==> src/rtl/chunk_serial_adder.sv <==
// Bit-serial-by-chunk adder/subtractor: one CHUNK-bit slice per cycle, LSB slice first,
// with a valid/ready handshake on both the operand and the result side.
module chunk_serial_adder #(
  parameter int WIDTH = 12,
  parameter int CHUNK = 3
) (
  input  logic             clk,
  input  logic             rst,
  input  logic             in_valid,
  output logic             in_ready,
  input  logic [WIDTH-1:0] a,
  input  logic [WIDTH-1:0] b,
  input  logic             cin,
  input  logic             sub,
  output logic             out_valid,
  input  logic             out_ready,
  output logic [WIDTH-1:0] sum,
  output logic             cout,
  output logic             ovf,
  output logic [1:0]       state_dbg
);

  // Handshakes: a transfer happens on a rising edge where valid and ready are both 1;
  // valid never depends on ready, and the producer holds its data while valid is high.

  generate
    if (CHUNK < 1 || CHUNK > WIDTH || (WIDTH % CHUNK) != 0) begin : g_param_check
      $error("chunk_serial_adder: CHUNK must be in 1..WIDTH and divide WIDTH");
    end
  endgenerate

  localparam int N  = WIDTH / CHUNK;
  localparam int CW = $clog2(N + 1);
  localparam logic [CW-1:0] LAST = CW'(N - 1);
  localparam logic [CW-1:0] NCNT = CW'(N);

  localparam logic [1:0] S_IDLE = 2'd0;
  localparam logic [1:0] S_RUN  = 2'd1;
  localparam logic [1:0] S_DONE = 2'd2;

  logic [1:0]       state;
  logic [CW-1:0]    cnt;
  logic [CW-1:0]    idx;
  logic [WIDTH-1:0] a_q;
  logic [WIDTH-1:0] b_q;
  logic [WIDTH-1:0] sum_q;
  logic             carry;
  logic             cout_q;
  logic             ovf_q;
  logic [CHUNK-1:0] a_c;
  logic [CHUNK-1:0] b_c;
  logic [CHUNK-1:0] s_c;
  logic             c_out;
  logic             c_msb_in;

  // The counter sits at N for the single settle cycle before DONE; keep the slice index in range.
  always_comb begin
    idx      = (cnt == NCNT) ? '0 : cnt;
    a_c      = a_q[idx*CHUNK +: CHUNK];
    b_c      = b_q[idx*CHUNK +: CHUNK];
    {c_out, s_c} = {1'b0, a_c} + {1'b0, b_c} + {{CHUNK{1'b0}}, carry};
    c_msb_in = s_c[CHUNK-1] ^ a_c[CHUNK-1] ^ b_c[CHUNK-1];
  end

  always_ff @(posedge clk) begin
    if (rst) begin
      state  <= S_IDLE;
      cnt    <= '0;
      carry  <= 1'b0;
      a_q    <= '0;
      b_q    <= '0;
      sum_q  <= '0;
      cout_q <= 1'b0;
      ovf_q  <= 1'b0;
    end else begin
      case (state)
        S_IDLE: begin
          if (in_valid) begin
            // Subtraction is folded into the capture: invert b, initial carry = cin ^ sub.
            a_q   <= a;
            b_q   <= sub ? ~b : b;
            carry <= cin ^ sub;
            cnt   <= '0;
            state <= S_RUN;
          end
        end
        S_RUN: begin
          if (cnt == NCNT) begin
            state <= S_DONE;
          end else begin
            sum_q[idx*CHUNK +: CHUNK] <= s_c;
            carry <= c_out;
            cnt   <= cnt + 1'b1;
            if (cnt == LAST) begin
              cout_q <= c_out;
              ovf_q  <= c_msb_in ^ c_out;
            end
          end
        end
        S_DONE: begin
          if (out_ready) begin
            state <= S_IDLE;
            cnt   <= '0;
          end
        end
        default: begin
          state <= S_IDLE;
          cnt   <= '0;
        end
      endcase
    end
  end

  assign in_ready  = (state == S_IDLE) && !rst;
  assign out_valid = (state == S_DONE);
  assign sum       = sum_q;
  assign cout      = cout_q;
  assign ovf       = ovf_q;
  assign state_dbg = state;

endmodule

==> config.mk <==
export PLATFORM = sky130hd
export DESIGN_NAME = chunk_serial_adder
export DESIGN_NICKNAME = d
export VERILOG_FILES = /design/src/rtl/chunk_serial_adder.sv
export SDC_FILE = /design/constraint.sdc
export NUM_CORES = 1
export LEC_CHECK = 0
export CAP_MARGIN = 10
export CORE_ASPECT_RATIO = 1.1
export CORE_MARGIN = 2
export CORE_UTILIZATION = 25
export DETAILED_ROUTE_END_ITERATION = 16
export GPL_ROUTABILITY_DRIVEN = 0
export PLACE_DENSITY = 0.54
export RECOVER_POWER = 100
export REMOVE_ABC_BUFFERS = 1
export SYNTH_ARGS = -nofsm -noshare
export SYNTH_HDL_FRONTEND = slang
export SYNTH_SLANG_ARGS = --single-unit
==> constraint.sdc <==
create_clock -name clk -period 3.1 [get_ports clk]
set_input_delay 0.62 -clock clk [delete_from_list [all_inputs] [get_ports clk]]
set_output_delay 0.62 -clock clk [all_outputs]
set_load 0.02 [all_outputs]
Word level (Yosys, flattened, before mapping) --
Cells that the tools add are included.
Operators by class: $add $sub $neg 4, multipliers 1, equality and inequality tests 8, shift operators 4, mux-type cells 14, bitwise operators 6, reduce and logical (&&, ||, !) cells 10
Operators by type and width (count):
- 5-bit negator with 34-bit output | 1
- 3-bit by 34-bit variable shift with 12-bit output (first input constant) | 1
- 3-bit by 34-bit indexed part select with 12-bit output | 1
- 12-bit by 6-bit indexed part select with 3-bit output | 2
- 12-bit bitwise mux | 1
- 12-bit 2-to-1 mux | 1
- 3-bit 2-to-1 mux | 4
- 12-bit inverter | 1
- 3-bit AND reduction | 4
- 3-bit case mux with 3 select lines | 1
- 2-bit 2-to-1 mux | 3
- 2-bit inequality test (second input constant) | 3
- 2-bit case mux with 3 select lines | 1
- 3-bit by 2-bit multiplier with 5-bit output (second input constant) | 1
- 3-bit by 3-bit adder with 4-bit output | 1
- 4-bit by 1-bit adder with 4-bit output | 1
- 2-bit AND reduction | 2
- 1-bit XOR | 4
- 3-bit by 1-bit adder with 3-bit output (second input constant) | 1
- 3-bit by 2-bit == test with 1-bit output (second input constant) | 1
- 3-bit == test (second input constant) | 1
- 2-bit by 1-bit == test with 1-bit output (second input constant) | 1
- 2-bit == test (second input constant) | 1
- 2-bit zero test | 1
- 7 further kinds | 8
Word-level totals: bits in registers 44, output and inout port bits 18, logic and storage cells 55

Depth between registers and ports, before layout --
word-level depth 9, gate-level depth with buffers 15, depth with buffers taken out 13

Worst setup path before layout --
Ideal clock, no wire load.
path type register to register, from register cnt[0], to register ovf_q, in the netlist ovf, library setup time 0.122 ns, arrival time 3.301 ns, required time 2.978 ns, path slack -0.322 ns, cell stages (with the launch flop) 16, path through dfxtp_1 -> buf_6 -> inv_1 -> ha_1 -> a21bo_4 -> buf_8 -> o22a_1 -> nor2_1 -> a311oi_1 -> fa_1 -> fa_1 -> xor2_2 -> nand3_1 -> a211o_1 -> a211oi_2 -> nor3b_2
Between the ends: word-level cells in the longest chain between the ends 9
RTL lines:
- start, declared | line 42 | logic [CW-1:0] cnt;
- start signal, assigned | line 93 | cnt <= cnt + 1'b1;
- 3-bit == test | line 58, 88
- 3-bit 2-to-1 mux | line 58 | idx = (cnt == NCNT) ? '0 : cnt;
- 3-bit by 2-bit multiplier with 5-bit output | line 59, 60
- 12-bit by 6-bit indexed part select with 3-bit output, on equally long branches | line 59, 60
- 3-bit by 3-bit adder with 4-bit output | line 61 | {c_out, s_c} = {1'b0, a_c} + {1'b0, b_c} + {{CHUNK{1'b0}}, carry};
- 4-bit by 1-bit adder with 4-bit output | line 61
- 1-bit XOR (2 in a row) | line 62 | c_msb_in = s_c[CHUNK-1] ^ a_c[CHUNK-1] ^ b_c[CHUNK-1];
- 1-bit XOR | line 96 | ovf_q <= c_msb_in ^ c_out;
- end signal, assigned | line 96
- end, declared | line 49 | logic ovf_q;
Parallel ways exist; a longest one is shown, timed or not. A chain may end at the register's enable or synchronous reset.

Final worst setup path --
from register cnt[1], to register ovf_q, in the netlist ovf
The elaborated chain is that of the path after synthesis.

==> impl_metrics.json <==
{
  "status": "finished, violations left",
  "violations": "max-capacitance violations, max-slew violations",
  "drcViolationCount": 0,
  "synth_xor_area_share_pct": 5.73,
  "r2r_end": "ovf$_SDFFE_PP0P_",
  "fill_cells": 956,
  "netlist_top_cells_area": "dfxtp_1 (39%), nand2_1 (7.6%), a21oi_1 (5.7%)",
  "place_area_um2": 2910,
  "rrSetupSlack_ns": 0.10,
  "rsz0062_at_grt": "true",
  "synth_largest_area_cell": "dfxtp_1",
  "cts_hold_buf": 0,
  "hold_end": "sum[7]$_SDFFE_PP0P_",
  "coreArea_um2": 8830,
  "grt_max_degree": 43,
  "path_max_fanout": 6,
  "initial_utilization_pct": 25.7,
  "yosys-mux-area-fraction_pct": 1.82,
  "tightest_slew_ns": 1.78,
  "pin_count": 48,
  "synth_cells": 268,
  "required_ns": 3.29,
  "setup_viol_count_final": 0,
  "power.density_cell_area_nw_per_um2": 475,
  "synthSimpleGateAreaFrac_pct": 21.8,
  "diodes": 0,
  "synth_compound_area_share_pct": 19.9,
  "startpoint_type": "flip-flop",
  "post-dp-hpwl_mm": 4.29,
  "cts_sinks": 44,
  "routedWlPerCell_um": 12.6,
  "postRouteAntennaNets": 0,
  "grt_pass1_vias": 1954,
  "drtPass1Iterations": 4,
  "slew_headroom_pct": -18.6,
  "totalPowerFinal_uw": 1490,
  "h-tree-depth": 2,
  "timing.fmax_mhz": 333,
  "antenna_found_initial": 0,
  "fp.dieW_um": 94.9,
  "reg2reg_depth": 13,
  "ys_seq_elements": 44,
  "min_path_cells": 2,
  "die_h_um": 104,
  "io_buffers": 47,
  "clk_latency_ns": 0.30,
  "synth_top_family_by_area": "simple AND/OR/NAND/NOR gates",
  "avgSynthCellArea_um2": 8.48,
  "hold_viol": 0,
  "clk_pin_slew_ns": 0.08,
  "cts_buffer_depth": 2,
  "fin_crit_ns": 3.00,
  "fin_area_um2": 3140,
  "worst_hold_startpoint": "sum[7]$_SDFFE_PP0P_",
  "min_path_type": "reg2reg",
  "vias": 2031,
  "yosysWarnings": 0,
  "maxCapViolCount": 1,
  "drive_gt1_share_pct": 16.0,
  "crit_path_end_kind": "flip-flop",
  "wl_mm": 5.53,
  "synth_area_um2": 2270,
  "drt_iter0_markers": 80,
  "layout.nets": 366,
  "die_area_um2": 9870,
  "grt_use_total_pct": 11.7,
  "rr_startpoint": "cnt[1]$_SDFFE_PP0P_",
  "fin_skew_ns": 0.00524,
  "synth_cell_types": 45,
  "maxSlewViolCount": 43,
  "syn_to_final_growth_pct": 38.1,
  "seq_area_frac_synth_pct": 38.8,
  "grt_pass1_wl_mm": 9.17,
  "path_class": "reg2reg",
  "rows": 36,
  "overflow": 0,
  "root_buffer": "clkbuf_8",
  "yosys.area.top_type_share_pct": 38.8,
  "cts_tree": "yes",
  "leakage_uw": 0.00118,
  "cts_made_buffers": 5,
  "synthAdderAreaFrac_pct": 6.72,
  "vias_per_cell": 4.62,
  "post-route-period-util_pct": 96.7,
  "critPathArrivalTime_ns": 3.19,
  "vdd_drop_max_mv": 0.178
}
[cell usage in the layout, fill, tap and decap left out, types with 3 or more instances in the layout]
cell type,synthesis,final
dfxtp_1,44,42
buf_4,1,19
nor3_1,6,6
nor2b_1,3,3
nand3_1,8,8
a211oi_1,13,13
a22oi_1,4,4
o22a_1,5,5
mux2i_1,3,3
nand4_1,10,10
clkbuf_8,0,7
clkdlybuf4s50_1,0,27
a311oi_2,0,4
ha_1,9,8
a21oi_1,26,26
nor2_2,0,3
nand2_1,46,45
xnor2_1,13,13
dlygate4sd3_1,0,20
nor2_1,28,25
[critical path: stages (launching register included)]
cell      delay, ns
dfxtp_2        0.34
inv_2          0.05
ha_4           0.16
a21bo_4        0.23
o22a_1         0.18
nor2_2         0.11
a311oi_2       0.07
fa_2           0.44
fa_2           0.39
xor2_2         0.16
a21o_1         0.17
a211o_1        0.32
a211oi_2       0.20
nor3b_2        0.07
[state kept, by name, summed over array words and instances, names as in the netlist]
name and flops:
a_q 12, b_q 12, carry 1, cnt 3, cout 1, ovf 1, state_dbg 2, sum 12
[synthesized netlist by cell type (all sizes together)]
master   instances
a21oi           26
a21bo            1
inv              3
mux2i            3
nor3b            3
a22oi            4
o2bb2ai          1
and2             1
nor2            28
nor3             6
o221ai           1
o22a             5
a211o            1
nand2b           1
a311oi           4
nor2b            3
buf             10
ha               9
dfxtp           44
fa               2
and3             1
o32ai            1
nand4           10
o21bai           1
mux2             1
xor2             1
xnor2           13
a21o             1
clkbuf           9
a221oi           1
nand2           47
o22ai            1
a211oi          14
o211ai           1
and4bb           1
nand3            8
a2bb2oi          1
[how the worst max path moves through the flow]
stage / cells past startpoint / endpoint / start / slack (ns)
finish: 13 / ovf$_SDFFE_PP0P_ / cnt[1]$_SDFFE_PP0P_ / 0.10
global route: 13 / ovf$_SDFFE_PP0P_ / cnt[1]$_SDFFE_PP0P_ / -0.03
CTS: 13 / ovf$_SDFFE_PP0P_ / cnt[0]$_SDFFE_PP0P_ / 0.01
detailed placement: 14 / ovf$_SDFFE_PP0P_ / cnt[0]$_SDFFE_PP0P_ / -0.11
global placement: 14 / ovf$_SDFFE_PP0P_ / cnt[0]$_SDFFE_PP0P_ / -0.04
floorplan: 13 / ovf$_SDFFE_PP0P_ / cnt[0]$_SDFFE_PP0P_ / -0.61
[metrics by stage]
stage          worst slack [ns]  std cells  TNS, ns  util, %  hold slack, ns
6_report                  0.101        440        0     35.5           0.450
5_1_grt                 -0.0293        440  -0.0293     35.5           0.468
4_1_cts                  0.0140        436        0     34.6           0.457
3_5_place_dp             -0.115        428   -0.115     33.0           0.445
3_3_place_gp            -0.0374        428  -0.0374     33.0           0.442
2_1_floorplan            -0.605        249   -0.921        -           0.430
[routing by layer]
| layer | global-route usage, % | wire, um | up-vias | part of all wire, % |
|---|---|---|---|---|
| li1 | - | - | 1064 | - |
| met1 | 14.4 | 2500 | 929 | 45 |
| met2 | 20.0 | 2780 | 33 | 50 |
| met3 | 2.68 | 186 | 5 | 3.4 |
| met4 | 3.42 | 73 | 0 | 1.3 |
| met5 | 0 | 0 | - | 0 |
[what timing repair did]
item	in CTS	in global routing
buffers inserted	0	4
pin swaps	0	8
setup endpoints to repair	1	1
resized for setup	4	16
[power by group]
| group | leakage (uW) | switching (uW) | internal, uW |
|---|---|---|---|
| Clock | 0.0000645 | 194 | 284 |
| Sequential | 0.000361 | 24.4 | 602 |
| Combinational | 0.000752 | 197 | 186 |
| Total | 0.00118 | 416 | 1070 |
[kinds of logic (layout without fill, tap and decap cells)]
family / after synthesis / count (layout)
AO/OA/AOI/OAI: 64 / 64
multiplexers: 4 / 4
buffers and inverters: 22 / 80
flip-flops: 44 / 44
AND/OR/NAND/NOR: 109 / 109
adder cells (fa/ha/maj): 11 / 11
XOR/XNOR: 14 / 14
[final cells by class]
type	count	area (um2)	area share, %
clock buffers	7	96.3	3.07
clock inverters	1	30.0	0.957
inverters	3	11.3	0.359
multi-input cells	202	1330	42.5
flip-flops and latches	44	883	28.2
well taps	114	143	4.55
repair buffers	69	639	20.4
(Power assumes the default switching activity.)
